`src/rtl/proj_pkg.sv`:
```
// Shared definitions for the k-mer projection datapath.
// Holds k-mer geometry, the hasher/sorter signature width, the MurmurHash3_x86_32
// mixing constants and a 32-bit rotate-left helper.
package proj_pkg;

    localparam int unsigned KMER_LEN                = 16;  // bases per k-mer
    localparam int unsigned BASE_LEN                = 2;   // bits per base
    localparam int unsigned HASHER_SORTER_SIGNATURE = KMER_LEN * BASE_LEN;

    // MurmurHash3_x86_32 constants
    localparam logic [31:0] C1 = 32'hCC9E_2D51;
    localparam logic [31:0] C2 = 32'h1B87_3593;
    localparam logic [31:0] N  = 32'hE654_6B64;
    localparam logic [31:0] F1 = 32'h85EB_CA6B;
    localparam logic [31:0] F2 = 32'hC2B2_AE35;

    // Rotate left; r is expected in 1..31.
    function automatic logic [31:0] rotl32(input logic [31:0] x, input int unsigned r);
        return (x << r) | (x >> (32 - r));
    endfunction

endpackage

```
`src/rtl/proj_hasher_fmix.sv`:
```
// Murmur3 finalizer, split over two register stages (S3, S4).
// Ports:
//   clk, rst_n  clock and asynchronous active-low reset
//   in_valid    valid bit of the incoming h
//   h_in        hash state after the body/tail step
//   out_valid   valid bit of h_out
//   h_out       fully mixed hash
module proj_hasher_fmix
    import proj_pkg::*;
(
    input  logic        clk,
    input  logic        rst_n,
    input  logic        in_valid,
    input  logic [31:0] h_in,
    output logic        out_valid,
    output logic [31:0] h_out
);

    logic [31:0] s3_h_d, s3_h_q;
    logic        s3_valid_q;
    logic [31:0] s4_h_d, s4_h_q;
    logic        s4_valid_q;

    always_comb begin
        s3_h_d = h_in ^ (h_in >> 16);
        s3_h_d = s3_h_d * F1;
    end

    always_comb begin
        s4_h_d = s3_h_q ^ (s3_h_q >> 13);
        s4_h_d = s4_h_d * F2;
        s4_h_d = s4_h_d ^ (s4_h_d >> 16);
    end

    // Data loads every cycle; only the valid bits carry request qualification.
    always_ff @(posedge clk or negedge rst_n) begin
        if (!rst_n) begin
            s3_h_q     <= '0;
            s3_valid_q <= 1'b0;
            s4_h_q     <= '0;
            s4_valid_q <= 1'b0;
        end else begin
            s3_h_q     <= s3_h_d;
            s3_valid_q <= in_valid;
            s4_h_q     <= s4_h_d;
            s4_valid_q <= s3_valid_q;
        end
    end

    assign out_valid = s4_valid_q;
    assign h_out     = s4_h_q;

endmodule

```
`src/rtl/proj_hasher.sv`:
```
// Pipelined MurmurHash3_x86_32 of one 4-byte key (a packed k-mer) with a
// per-request seed. Produces the MinHash signature for the downstream sorter.
// Four register stages, fixed latency, one request per cycle, no backpressure.
// Ports:
//   clk, rst_n  clock and asynchronous active-low reset
//   in_valid    request qualifier; seed/kmer sampled when high
//   seed        hash seed
//   kmer        key word, byte 0 = kmer[7:0]
//   out_valid   signature valid, 4 cycles after the accepting in_valid
//   signature   hash result (don't-care while out_valid is low)
module proj_hasher
    import proj_pkg::*;
#(
    parameter int unsigned HASHER_DATA_BITS = proj_pkg::HASHER_SORTER_SIGNATURE
) (
    input  logic                        clk,
    input  logic                        rst_n,
    input  logic                        in_valid,
    input  logic [HASHER_DATA_BITS-1:0] seed,
    input  logic [HASHER_DATA_BITS-1:0] kmer,
    output logic                        out_valid,
    output logic [HASHER_DATA_BITS-1:0] signature
);

    // The datapath is the 32-bit Murmur variant only.
    if (HASHER_DATA_BITS != 32) begin : g_bad_width
        $error("proj_hasher: HASHER_DATA_BITS must be 32");
    end

    // S1: k after first multiply and rotate; seed travels alongside.
    logic [31:0] s1_k_d, s1_k_q;
    logic [31:0] s1_seed_q;
    logic        s1_valid_q;

    // S2: h after the length xor.
    logic [31:0] s2_k;
    logic [31:0] s2_h_d, s2_h_q;
    logic        s2_valid_q;

    always_comb begin
        s1_k_d = kmer * C1;
        s1_k_d = rotl32(s1_k_d, 15);
    end

    always_comb begin
        s2_k   = s1_k_q * C2;
        s2_h_d = s1_seed_q ^ s2_k;
        s2_h_d = rotl32(s2_h_d, 13);
        s2_h_d = s2_h_d * 32'd5 + N;
        s2_h_d = s2_h_d ^ 32'd4;  // key length in bytes
    end

    always_ff @(posedge clk or negedge rst_n) begin
        if (!rst_n) begin
            s1_k_q     <= '0;
            s1_seed_q  <= '0;
            s1_valid_q <= 1'b0;
            s2_h_q     <= '0;
            s2_valid_q <= 1'b0;
        end else begin
            s1_k_q     <= s1_k_d;
            s1_seed_q  <= seed;
            s1_valid_q <= in_valid;
            s2_h_q     <= s2_h_d;
            s2_valid_q <= s1_valid_q;
        end
    end

    // S3-S4: finalizer.
    proj_hasher_fmix u_fmix (
        .clk       (clk),
        .rst_n     (rst_n),
        .in_valid  (s2_valid_q),
        .h_in      (s2_h_q),
        .out_valid (out_valid),
        .h_out     (signature)
    );

endmodule

```
`config.mk`:
```
export PLATFORM = sky130hd
export DESIGN_NAME = proj_hasher
export DESIGN_NICKNAME = d
export VERILOG_FILES = /design/src/rtl/proj_pkg.sv /design/src/rtl/proj_hasher_fmix.sv /design/src/rtl/proj_hasher.sv
export SDC_FILE = /design/constraint.sdc
export NUM_CORES = 2
export LEC_CHECK = 0
export ABC_AREA = 1
export CORE_MARGIN = 3
export CORE_UTILIZATION = 35
export CTS_CLUSTER_SIZE = 24
export DETAILED_ROUTE_END_ITERATION = 10
export PLACE_DENSITY = 0.57
export SLEW_MARGIN = 20
export SYNTH_ARGS = -nofsm -noshare
export SYNTH_HDL_FRONTEND = slang
export SYNTH_SLANG_ARGS = --single-unit
```
`constraint.sdc`:
```
create_clock -name clk -period 8.9 [get_ports clk]
set_input_delay 1.335 -clock clk [delete_from_list [all_inputs] [get_ports clk]]
set_output_delay 1.335 -clock clk [all_outputs]
set_load 0.02 [all_outputs]
```
# Yosys cells after proc, flatten, opt, wreduce, memory -nomap -nowiden
# Cells that the tools add are included.
[classes]
n_mul = 5
n_bitwise = 7
add_sub_neg = 1
[ops]
columns = ["op", "count"]
rows = [
  ["32-bit by 31-bit multiplier with 32-bit output, second input constant", 2],
  ["32-bit by 16-bit bitwise XOR with 32-bit output", 2],
  ["32-bit adder, second input constant", 1],
  ["32-bit by 29-bit multiplier with 32-bit output, second input constant", 1],
  ["32-bit by 3-bit multiplier with 32-bit output, second input constant", 1],
  ["32-bit by 32-bit multiplier with 32-bit output, second input constant", 1],
  ["32-bit by 13-bit OR with 32-bit output", 1],
  ["32-bit by 15-bit OR with 32-bit output", 1],
  ["32-bit by 19-bit bitwise XOR with 32-bit output", 1],
  ["32-bit bitwise XOR", 1],
  ["1-bit inverter", 1],
]
[totals]
output_inout_bits = 33
inputBits = 67
wordCells = 22
reg_bits = 164

# Depth between registers and ports, before layout
[depth]
ltp_word = 6
ltp_mapped = 44
depth_no_buf = 44

# Cells and area by module
# Synthesis repeated with hierarchy kept, for this count alone.
[hier_totals]
hier_cells = 4416
area_unflattened_um2 = 41730.0
[by_module_without_submodules]
columns = ["module", "area_per_inst_um2", "instances", "cells_per_inst", "seq_area_each_um2"]
rows = [
  ["proj_hasher", 21685.8, 1, 2327, 2452.4],
  ["proj_hasher_fmix", 20044.2, 1, 2089, 1651.6],
]

# Worst setup path before layout
# No wires, ideal clock.
[synth_path]
kind = "reg-to-reg"
from = "reg s1_k_q[6]"
to = "reg s2_h_q[29]"
setup_time_ns = 0.117
synth_period_minus_slack_ns = 7.943
path_stages_with_launch = 38
required_time_ns = 8.783
arrival_time_ns = 7.826
slack_ns = 0.957
n_path_buf = 0
path_cell_list = "dfrtp_1 ha_1 fa_1 ha_1 inv_1 fa_1 inv_1 fa_1 inv_1 fa_1 inv_1 fa_1 inv_1 fa_1 inv_1 ha_1 a21oi_1 o21ai_0 [... 2 more ...] a21oi_2 o21ai_2 xnor2_1 inv_1 ha_1 ha_1 ha_1 fa_1 nand3_1 nand2_1 a21boi_1 o21ai_0 a21oi_1 inv_1 nand4_1 nand3_1 nand2_1 nand2_1"
[synth_via]
elab_chain_len = 5
[synth_lines]
columns = ["element", "line", "source"]
rows = [
  ["start, declared", "proj_hasher.sv:31", "logic [31:0] s1_k_d, s1_k_q;"],
  ["start signal, assigned", "proj_hasher.sv:61", "s1_k_q <= s1_k_d;"],
  ["32-bit by 29-bit multiplier with 32-bit output", "proj_hasher.sv:46", "s2_k = s1_k_q * C2;"],
  ["32-bit bitwise XOR", "proj_hasher.sv:47", "s2_h_d = s1_seed_q ^ s2_k;"],
  ["32-bit by 13-bit OR with 32-bit output", "proj_pkg.sv:19", "return (x << r) | (x >> (32 - r));"],
  ["32-bit by 3-bit multiplier with 32-bit output", "proj_hasher.sv:49", "s2_h_d = s2_h_d * 32'd5 + N;"],
  ["32-bit adder", "proj_hasher.sv:49", ""],
  ["net s2_h_d[29]", "proj_hasher.sv:37", "logic [31:0] s2_h_d, s2_h_q;"],
  ["end signal, assigned", "proj_hasher.sv:64", "s2_h_q <= s2_h_d;"],
  ["end, declared", "proj_hasher.sv:37", ""],
]
# The timed path passes the listed nets, and every way through them passes these cells.

# Final worst setup path
[layout_path]
from = "reg s1_k_q[8]"
to = "reg s2_h_q[29]"
# Same word-level chain as after synthesis.

==> flow_summary.yaml <==
cells_and_area:
  fin_nets: 6205
  syn2layout_area_growth_pct: 9.30
  drive_gt1_frac: 0.0286
  multi_input_area_um2: 32400
  fillers: 11900
  seq_area_um2: 4120
worst_setup_path:
  cp-start-kind: "flip-flop"
  path_class: "reg -> reg"
  required_ns: 9.28
  worst-path-max-fanout: 5
  slowest_stage: "fa_1"
  arrival_ns: 8.78
  cp_slowest_stage_delay_ns: 0.56
  end_kind: "flip-flop"
  path_common_cell: "inv_1"
yosys:
  syn-instance-count: 4416
  synth_ff_type: "dfrtp_1"
  synth.ff_latch_count: 164
  synth-edff-count: 0
  async_reset_ff_frac: 1.00
  yosysSeqAreaShare: 0.0984
  syn-cell-area_um2: 41700
  avgSynthCellArea_um2: 9.45
  syn_nets: 6049
  synth_warnings: 0
  synth_cell_types: 51
clock_network:
  cts-root-buf: "clkbuf_16"
  cts_setup_buffers: 0
  clk-insertion-delay-late_ns: 0.51
  numClockSinks: 164
  cts_tree: "built"
  cts_buffer_depth: 2
  cts_resized: 0
  cts_hold_buf: 0
  cts_buffers: 17
  clkTransAtPathRegs_ns: 0.09
  cts_max_level: 4
drt:
  routed_wl_um: 119000
  wl_per_cell_um: 19.4
  first_iter_violations: 1470
  viasPerCell: 4.65
  via_count: 28500
  drc: 0
  drt_first_pass_iters: 7
  ant_nets: 0
sta:
  rsz0062_at_grt: "no"
  finalHoldViolations: 0
  setup_violations: 0
  max-slew-margin-rel: 0.424
  finalClockSkew_ns: 0.0310
  maxSlewViolCount: 0
  worst-slew-pin-transition_ns: 0.861
  period_needed_ns: 8.39
  fin_setup_tns_ns: 0
  fmax_mhz: 119
  finalCritPeriodShare: 0.943
place:
  gp_congestion: 0.946
  port_buffers: 99
  dpl.hpwl_um: 109000
global_route:
  grt_pass1_vias: 30300
  grt.overflow.total: 0
  grt_max_degree: 77
  gr-usage-all-layers: 0.199
  grt_first_pass_wirelength_um: 181000
  antenna_found_initial: 5
floorplan:
  rows: 126
  dieArea_um2: 123000
  dieWidth_um: 351
  initial_core_util: 0.353
  die_h_um: 351
  ios: 100
  core-area_um2: 118000
worst_hold_path:
  hold_class: "reg -> reg"
status:
  status: "complete, no violations"
run:
  max_cap_violations: 0
==> layout make-up <==
| type | count | share of cell area |
|---|---|---|
| Sequential cell | 164 | 0.0903 |
| Multi-Input combinational cell | 2862 | 0.711 |
| Timing Repair Buffer | 138 | 0.0282 |
| Inverter | 1389 | 0.114 |
| Antenna cell | 4 | 0.000220 |
| Clock inverter | 15 | 0.00461 |
| Tap cell | 1536 | 0.0422 |
| Clock buffer | 17 | 0.00933 |
==> per-layer routing <==
layer | GRT usage | vias to the layer above | wire (µm)
met5 | 0 | - | 0
met4 | 0.0678 | 0 | 4300
met3 | 0.0386 | 136 | 6490
met2 | 0.326 | 593 | 54900
met1 | 0.263 | 14100 | 53100
li1 | - | 13600 | -
==> state kept, by name, summed over array words and instances (netlist names) <==
register	count
u_fmix.s3_h_q	32
u_fmix.h_out	32
s2_h_q	32
s2_valid_q	1
s1_seed_q	32
s1_k_q	32
u_fmix.out_valid	1
u_fmix.s3_valid_q	1
s1_valid_q	1
==> critical path: cells and delay by family (launching register included) <==
family	cells	cell delay [ns]
simple gates	7	0.64
fa+ha+maj	13	5.10
xor+xnor	1	0.18
buf+inv	8	0.46
flops	1	0.46
compound gates	8	1.43
==> cells in the final DEF, fill, tap and decap left out, types with 10 or more instances in the layout <==
master	Yosys	routed
ha_1	818	817
fa_1	748	748
clkbuf_16	0	17
nor3_1	18	18
xor2_1	140	140
a21oi_1	140	139
nand2_1	454	454
nand3b_1	12	12
nand3_1	105	105
clkdlybuf4s50_1	0	98
a21o_1	14	14
a21oi_2	9	10
xnor2_1	122	122
buf_4	0	39
o21ai_0	64	64
inv_1	1388	1388
dfrtp_1	164	155
nand4_1	24	24
nor2_1	95	95
==> cell usage after synthesis, drive strengths merged, types with 2 or more instances <==
| cell | count | area (µm²) |
|---|---|---|
| nand2 | 462 | 1750 |
| a21oi | 149 | 780 |
| o21a | 3 | 22.5 |
| nor3b | 2 | 25.0 |
| a21boi | 5 | 37.5 |
| a21o | 15 | 114 |
| nand4 | 24 | 150 |
| and2 | 2 | 12.5 |
| or2 | 11 | 68.8 |
| o21ai | 74 | 382 |
| o311ai | 3 | 26.3 |
| nor4 | 4 | 25.0 |
| dfrtp | 164 | 4100 |
| o211ai | 5 | 37.5 |
| o21bai | 6 | 45.0 |
| nand3 | 108 | 556 |
| a31oi | 11 | 75.1 |
| ha | 818 | 10200 |
| o31ai | 4 | 43.8 |
| xor2 | 143 | 1270 |
| nand3b | 12 | 90.1 |
| nor3 | 21 | 120 |
| nor2 | 98 | 375 |
| fa | 748 | 15000 |
| xnor2 | 122 | 1070 |
| and3 | 2 | 12.5 |
| a211oi | 4 | 30.0 |
| inv | 1389 | 5210 |
==> kinds of logic after synthesis <==
family                   count (synthesis)  share of synthesized area
adder cells (fa/ha/maj)               1566                      0.604
AND/OR/NAND/NOR                        746                     0.0765
XOR/XNOR                               265                     0.0562
buffers and inverters                 1390                      0.125
AO/OA/AOI/OAI                          285                     0.0395
flip-flops                             164                     0.0984
==> final timing paths <==
| path | start | end | slack (ns) | cells past startpoint |
|---|---|---|---|---|
| min in group asynchronous | rst_n | u_fmix.h_out[17] | 0.84 | 1 |
| max in group asynchronous | rst_n | s1_k_q[18] | 6.23 | 3 |
| max | s1_k_q[8] | s2_h_q[29] | 0.51 | 37 |
| min reg2reg | u_fmix.s3_valid_q | u_fmix.out_valid | 0.35 | 0 |
| min | u_fmix.s3_valid_q | u_fmix.out_valid | 0.35 | 0 |
| max reg2reg | s1_k_q[8] | s2_h_q[29] | 0.51 | 37 |
==> stage by stage <==
step,setup slack (ns),area (µm²),cells,hold WS [ns],utilization
floorplan,0.957,41700,4416,0.331,-
global placement,0.467,44900,6089,0.336,0.380
detailed placement,0.393,44900,6089,0.341,0.380
CTS,0.368,45600,6121,0.358,0.385
global route,0.0132,45600,6121,0.360,0.386
finish,0.505,45600,6125,0.353,0.386
Power is not shown: default switching activity piles up to over one toggle a cycle in this logic, so the estimate is an artifact.
